===== config.mk =====
export PLATFORM = sky130hd
export DESIGN_NAME = regfile_wb_ctrl
export DESIGN_NICKNAME = d
export VERILOG_FILES = /design/src/rtl/wb_pkg.sv /design/src/rtl/wb_fifo.sv /design/src/rtl/regfile_wb_ctrl.sv
export SDC_FILE = /design/constraint.sdc
export NUM_CORES = 1
export LEC_CHECK = 0
export ABC_CLOCK_PERIOD_IN_PS = 3050
export CAP_MARGIN = 30
export CORE_ASPECT_RATIO = 0.9
export CORE_MARGIN = 2
export CORE_UTILIZATION = 40
export CTS_BUF_LIST = sky130_fd_sc_hd__clkbuf_8
export DETAILED_ROUTE_END_ITERATION = 8
export SYNTH_ARGS = -nofsm -noshare
export SYNTH_HDL_FRONTEND = slang
export SYNTH_SLANG_ARGS = --single-unit

===== constraint.sdc =====
create_clock -name clk -period 3.05 [get_ports clk]
set_input_delay 0.305 -clock clk [delete_from_list [all_inputs] [get_ports clk]]
set_output_delay 0.305 -clock clk [all_outputs]
set_load 0.03 [all_outputs]

===== src/rtl/wb_pkg.sv =====
// Shared register-file write-back types and constants.
package wb_pkg;
  localparam int XLEN_DEFAULT = 32;
  localparam int REG_AW       = 5;
  localparam int REG_NUM      = 32;
  localparam logic [REG_AW-1:0] ZERO_REG = 5'd0;

  typedef struct packed {
    logic [REG_AW-1:0]       rd;
    logic [XLEN_DEFAULT-1:0] data;
  } wb_entry_t;
endpackage


===== src/rtl/wb_fifo.sv =====
// Synchronous FIFO, power-of-two depth; push on full and pop on empty are ignored.
// Head entry is visible combinationally; count/full/empty come from registers.
module wb_fifo #(
  parameter int DEPTH = 4,
  parameter int WIDTH = 8,
  localparam int AW = $clog2(DEPTH)
) (
  input  logic             clk,
  input  logic             rst,
  input  logic             push_i,
  input  logic [WIDTH-1:0] wdata_i,
  input  logic             pop_i,
  output logic [WIDTH-1:0] rdata_o,
  output logic [AW:0]      count_o,
  output logic             full_o,
  output logic             empty_o
);
  localparam logic [AW:0] FULL_CNT = (AW+1)'(DEPTH);

  logic [WIDTH-1:0] mem_q [DEPTH];
  logic [AW-1:0]    wptr_q, rptr_q;
  logic [AW:0]      count_q;
  logic             do_push, do_pop;

  assign full_o  = (count_q == FULL_CNT);
  assign empty_o = (count_q == '0);
  assign count_o = count_q;
  assign rdata_o = mem_q[rptr_q];
  assign do_push = push_i & ~full_o;
  assign do_pop  = pop_i & ~empty_o;

  always_ff @(posedge clk) begin
    if (do_push) mem_q[wptr_q] <= wdata_i;
  end

  // Pointers wrap naturally because DEPTH is a power of two.
  always_ff @(posedge clk) begin
    if (!rst) begin
      wptr_q  <= '0;
      rptr_q  <= '0;
      count_q <= '0;
    end else begin
      if (do_push) wptr_q <= wptr_q + 1'b1;
      if (do_pop)  rptr_q <= rptr_q + 1'b1;
      case ({do_push, do_pop})
        2'b10:   count_q <= count_q + 1'b1;
        2'b01:   count_q <= count_q - 1'b1;
        default: count_q <= count_q;
      endcase
    end
  end
endmodule


===== src/rtl/regfile_wb_ctrl.sv =====
// Register-file write port arbiter: load returns > buffered execute > direct execute, 1-cycle registered write.
// Execute side is valid/ready (ready from registered FIFO count); REGFILE_WB_FWD_EN adds early forwarding outputs.
module regfile_wb_ctrl
  import wb_pkg::*;
#(
  parameter int DEPTH = 4,
  parameter int XLEN  = XLEN_DEFAULT
) (
  input  logic              clk,
  input  logic              rst,
  input  logic              ex_valid_i,
  output logic              ex_ready_o,
  input  logic [4:0]        ex_rd_i,
  input  logic [XLEN-1:0]   ex_data_i,
  input  logic              ld_valid_i,
  input  logic [4:0]        ld_rd_i,
  input  logic [XLEN-1:0]   ld_data_i,
  input  logic              ld_issue_i,
  input  logic [4:0]        ld_issue_rd_i,
  output logic [31:0]       busy_o,
  output logic              reg_wen_o,
  output logic [4:0]        reg_waddr_o,
  output logic [XLEN-1:0]   reg_wdata_o
`ifdef REGFILE_WB_FWD_EN
  ,
  output logic              fwd_valid_o,
  output logic [4:0]        fwd_addr_o,
  output logic [XLEN-1:0]   fwd_data_o
`endif
);
  localparam int CW = $clog2(DEPTH) + 1;
  localparam logic [CW-1:0] DEPTH_CNT = CW'(DEPTH);

  typedef struct packed {
    logic [REG_AW-1:0] rd;
    logic [XLEN-1:0]   data;
  } entry_t;

  entry_t              ex_entry, head, sel;
  logic [CW-1:0]       fifo_count;
  logic                fifo_full, fifo_empty;
  logic                push, pop, ex_acc, sel_vld, sel_wen;
  logic                wen_q, wen_d;
  logic [REG_AW-1:0]   waddr_q, waddr_d;
  logic [XLEN-1:0]     wdata_q, wdata_d;
  logic [REG_NUM-1:0]  busy_q, busy_d;

  assign ex_entry.rd   = ex_rd_i;
  assign ex_entry.data = ex_data_i;
  // Ready comes only from registered count so a pop never feeds back into ready.
  assign ex_ready_o    = rst & (fifo_count < DEPTH_CNT);
  assign ex_acc        = ex_valid_i & ex_ready_o;

  wb_fifo #(.DEPTH(DEPTH), .WIDTH($bits(entry_t))) u_ex_fifo (
    .clk     (clk),
    .rst     (rst),
    .push_i  (push & ~fifo_full),
    .wdata_i (ex_entry),
    .pop_i   (pop),
    .rdata_o (head),
    .count_o (fifo_count),
    .full_o  (fifo_full),
    .empty_o (fifo_empty)
  );

  always_comb begin
    push    = 1'b0;
    pop     = 1'b0;
    sel_vld = 1'b0;
    sel     = ex_entry;
    if (ld_valid_i) begin
      sel_vld   = 1'b1;
      sel.rd    = ld_rd_i;
      sel.data  = ld_data_i;
      push      = ex_acc;
    end else if (!fifo_empty) begin
      sel_vld = 1'b1;
      sel     = head;
      pop     = 1'b1;
      push    = ex_acc;
    end else if (ex_acc) begin
      sel_vld = 1'b1;
    end
    // x0 results still consume their turn but never reach the port.
    sel_wen = sel_vld && (sel.rd != ZERO_REG);
    wen_d   = sel_wen;
    waddr_d = sel_wen ? sel.rd   : waddr_q;
    wdata_d = sel_wen ? sel.data : wdata_q;

    busy_d = busy_q;
    if (ld_valid_i) busy_d[ld_rd_i] = 1'b0;
    if (ld_issue_i && (ld_issue_rd_i != ZERO_REG)) busy_d[ld_issue_rd_i] = 1'b1;
  end

  always_ff @(posedge clk) begin
    if (!rst) begin
      wen_q   <= 1'b0;
      waddr_q <= '0;
      wdata_q <= '0;
      busy_q  <= '0;
    end else begin
      wen_q   <= wen_d;
      waddr_q <= waddr_d;
      wdata_q <= wdata_d;
      busy_q  <= busy_d;
    end
  end

  assign reg_wen_o   = wen_q;
  assign reg_waddr_o = waddr_q;
  assign reg_wdata_o = wdata_q;
  assign busy_o      = busy_q;

`ifdef REGFILE_WB_FWD_EN
  assign fwd_valid_o = sel_wen;
  assign fwd_addr_o  = sel.rd;
  assign fwd_data_o  = sel.data;
`endif
endmodule

==> key figures <==
Run status
  – Run status: complete, no violations

CTS
  – CTS Root Cell: clkbuf_8
  – Hold-fix buffers, CTS: 0
  – CTS tree: built
  – Bufs on Longest Clock Path: 3
  – Post-CTS setup buffers: 0
  – Worst skew pair latency: around 530 ps
  – Resized cells post-CTS: 0
  – H-tree depth: 2
  – TritonCTS Buffers: 39
  – Clock Sinks: 227
  – Clock-pin slew on the worst setup and hold paths: 60 ps

Setup path
  – Slowest stage delay, CP: between 700 and 800 ps
  – Critical path arrival: 3060 ps
  – Worst path required time: roughly 3400 ps
  – RR Endpoint: reg_wdata_o[29]
  – R2R depth: 6
  – Startpoint types: flop
  – Worst-path maximum fanout: 33
  – Crit Path Category: flop to flop
  – R2R Setup Slk: 360 ps
  – Crit. End Element: flop
  – CP max stage cell: o41a_2
  – Critical path, cell by cell: mux4_2 -> a211oi_2 -> o221ai_1 -> o41a_2 -> nand2_8 -> o22ai_1

Synth
  – Synth Instances: approximately 700
  – Yosys reg bits: 227
  – Synth cell types: 42
  – Post-synth EDFFs: 148
  – YS warnings: 0
  – Sequential element share of the synthesized area: 65.45%
  – Syn_area_per_cell: 13.08 µm²
  – Synth Cell Area: around 9000 µm²
  – Net Count, Synth: 794
  – Async SR Flop Fraction: 0%
  – Main synth FF type: edfxtp_1

STA
  – Slew HR: 49.03%
  – Worst setup margin: 364.1 ps
  – Sum Neg Setup Slack: 0 ps
  – Final Hold Violating Endpoints: 0
  – RSZ-0062 raised after global routing: no
  – Finish-stage setup viols: 0
  – Post-Route Skew: 12.75 ps
  – Final Cycle Share: 88.06%
  – Clock period minus worst slack: 2686 ps
  – Highest clock rate: 372.3 MHz
  – Max-slew violation count: 0
  – Slew @ Worst Pin: 761.8 ps

Run
  – Max cap viols: 0

Final layout
  – Nets: between 900 and 1k
  – Layout cells sized above 1: 12.75%
  – Area grow syn2layout: 29.00%
  – Final instance area: 11880 µm²
  – Number of diodes: 0
  – Finished Layout Cells: about 1.2k

Global routing
  – Vias in the first global route: 6798
  – Total congestion overflow: 0
  – Largest net degree at the start of global routing: 79
  – GRT Total Usage: 19.46%
  – Initial antenna violation count: 0
  – First-pass GRT wire length: 36490 µm

Floorplanning
  – DIE HEIGHT: 147.9 µm
  – Die Wd: around 160 µm
  – Die area: about 24000 µm²
  – Ports: between 150 and 200
  – CORE AREA: 22510 µm²
  – Initial Util: 40.90%
  – Row Count: 52

Placed design
  – Final HPWL DP: ~15000 µm
  – Inst Count DP: 1127
  – Buffers on Ports: 154
  – Placed cell areas: 11060 µm²
  – Final GP Congestion: 0.8118
  – Setup WS pre-CTS: between 300 and 400 ps

Detailed routing
  – 1st-pass router iterations: 5
  – DRT antenna net count: 0
  – Detailed Route Iter0 Violations: ~400
  – WL per Instance: 19.41 µm
  – Drt drc: 0
  – Final WL: 23270 µm
  – Via count: 6360
  – Vias per cell: 5.304

Worst hold path
  – Hold/Removal Path Class: primary input to flop
  – Worst hold start: ld_valid_i
  – Hold path cells: 4
  – Worst Hold End: reg_waddr_o[1]

Power and ir drop
  – Cell area power density: 745.2 nW/µm²
  – IR drop worst, VDD: roughly 0.33 mV
  – Pleak: 3.965 nW
-- cell usage in the layout, fill, tap and decap left out, types with 2 or more instances in the layout --
master	Yosys	layout
bufinv_16	0	5
o21ai_0	37	37
mux4_2	37	37
buf_12	0	4
mux2i_1	3	3
nor3_1	3	2
and3_1	2	2
nand3_1	6	6
a21oi_1	66	66
dfxtp_1	79	77
nand2_1	143	143
o22ai_1	32	32
nor2_1	5	5
or3_1	5	5
inv_1	9	21
clkinv_1	0	9
nand2b_1	5	5
xor2_1	2	2
buf_4	2	11
ha_1	5	5
edfxtp_1	148	148
xnor2_1	3	3
and3b_1	2	2
clkinvlp_4	0	3
buf_2	4	2
clkbuf_8	0	40
a21boi_0	34	34
a21boi_1	3	3
and2_1	11	7
nor2b_1	3	3
clkinv_2	0	3
dfxtp_2	0	2
clkdlybuf4s50_1	0	152
nor3b_1	4	4
and2_2	0	4
a22oi_1	2	2
-- flip-flops by register name, indices dropped and copies added, names as in the netlist, named ones only --
name / cells
reg_wen_o: 1
u_ex_fifo.wptr_q: 2
reg_waddr_o: 5
u_ex_fifo.count_o: 3
u_ex_fifo.mem_q: 148
busy_o: 32
u_ex_fifo.rptr_q: 2
reg_wdata_o: 32
-- metrics by stage --
stage,power (mW),utilization [%],hold WS (ps)
final,8.851,52.76,407.8
after global placement,6.015,49.13,460.8
after detailed placement,6.060,49.13,461.3
after floorplan,5.261,-,403.9
after CTS,8.958,52.76,374.6
after global routing,9.296,52.76,425.0
-- Yosys cell counts, types with 4 or more instances --
library cell	count	area (µm²)
a21boi_0	34	255.2
a21oi_1	66	330.3
and2_1	11	68.82
buf_1	4	15.01
buf_2	4	20.02
buf_6	7	78.83
clkbuf_1	26	97.59
dfxtp_1	79	1582
edfxtp_1	148	4444
ha_1	5	62.56
inv_1	9	33.78
mux4_2	37	833.3
nand2_1	143	536.8
nand2b_1	5	31.28
nand3_1	6	30.03
nor2_1	5	18.77
nor3b_1	4	30.03
o21ai_0	37	185.2
o22ai_1	32	200.2
or3_1	5	31.28
-- routing by layer --
layer | GRT usage [%] | vias to the layer above | wire length (µm)
met5 | 0 | - | 0
met4 | 6.798 | 0 | 587
met3 | 4.153 | 57 | 1347
met2 | 31.85 | 203 | 11220
met1 | 25.75 | 3145 | 10110
li1 | - | 2955 | -
-- power breakdown --
part / switching, mW / internal (mW)
logic: 1.36 / 0.978
registers: 0.131 / 3.51
clock network: 1.22 / 1.65
-- worst max-delay path by stage --
| stage | start | end | slack [ps] | cells after the start |
|---|---|---|---|---|
| final | flop | reg_wdata_o[29] | 360 | 6 |
| after global routing | flop | reg_wdata_o[26] | 200 | 6 |
| after CTS | flop | reg_wdata_o[29] | 330 | 6 |
| after detailed placement | ex_rd_i[1] | reg_wdata_o[29] | 370 | 7 |
| after global placement | ex_rd_i[1] | reg_wdata_o[17] | 450 | 7 |
| after floorplan | u_ex_fifo.count_o[2] | u_ex_fifo.mem_q[0][0] | 420 | 4 |
-- kinds of logic after synthesis --
| family | share of synthesized area [%] |
|---|---|
| simple gates | 9.269 |
| fa+ha+maj | 0.8970 |
| mux | 9.378 |
| compound gates | 11.70 |
| buf+inv | 2.827 |
| xor+xnor | 0.4758 |
| flops | 65.45 |
-- worst max-delay path: cells and delay by family (launching register included) --
kind	cells	cell delay (ps)
AO/OA/AOI/OAI	4	1240
multiplexers	1	550
flip-flops	1	430
AND/OR/NAND/NOR	1	290
-- layout make-up --
| class | count | area, µm² |
|---|---|---|
| clock buffer | 40 | 550.5 |
| fill | 1930 | 10640 |
| multi-input combinational | 425 | 2932 |
| timing repair buffer | 169 | 1694 |
| inverter | 9 | 33.78 |
| clock inverter | 32 | 266.5 |
| sequential | 227 | 6028 |
| tap | 297 | 371.6 |
(Power assumes the default switching activity.)
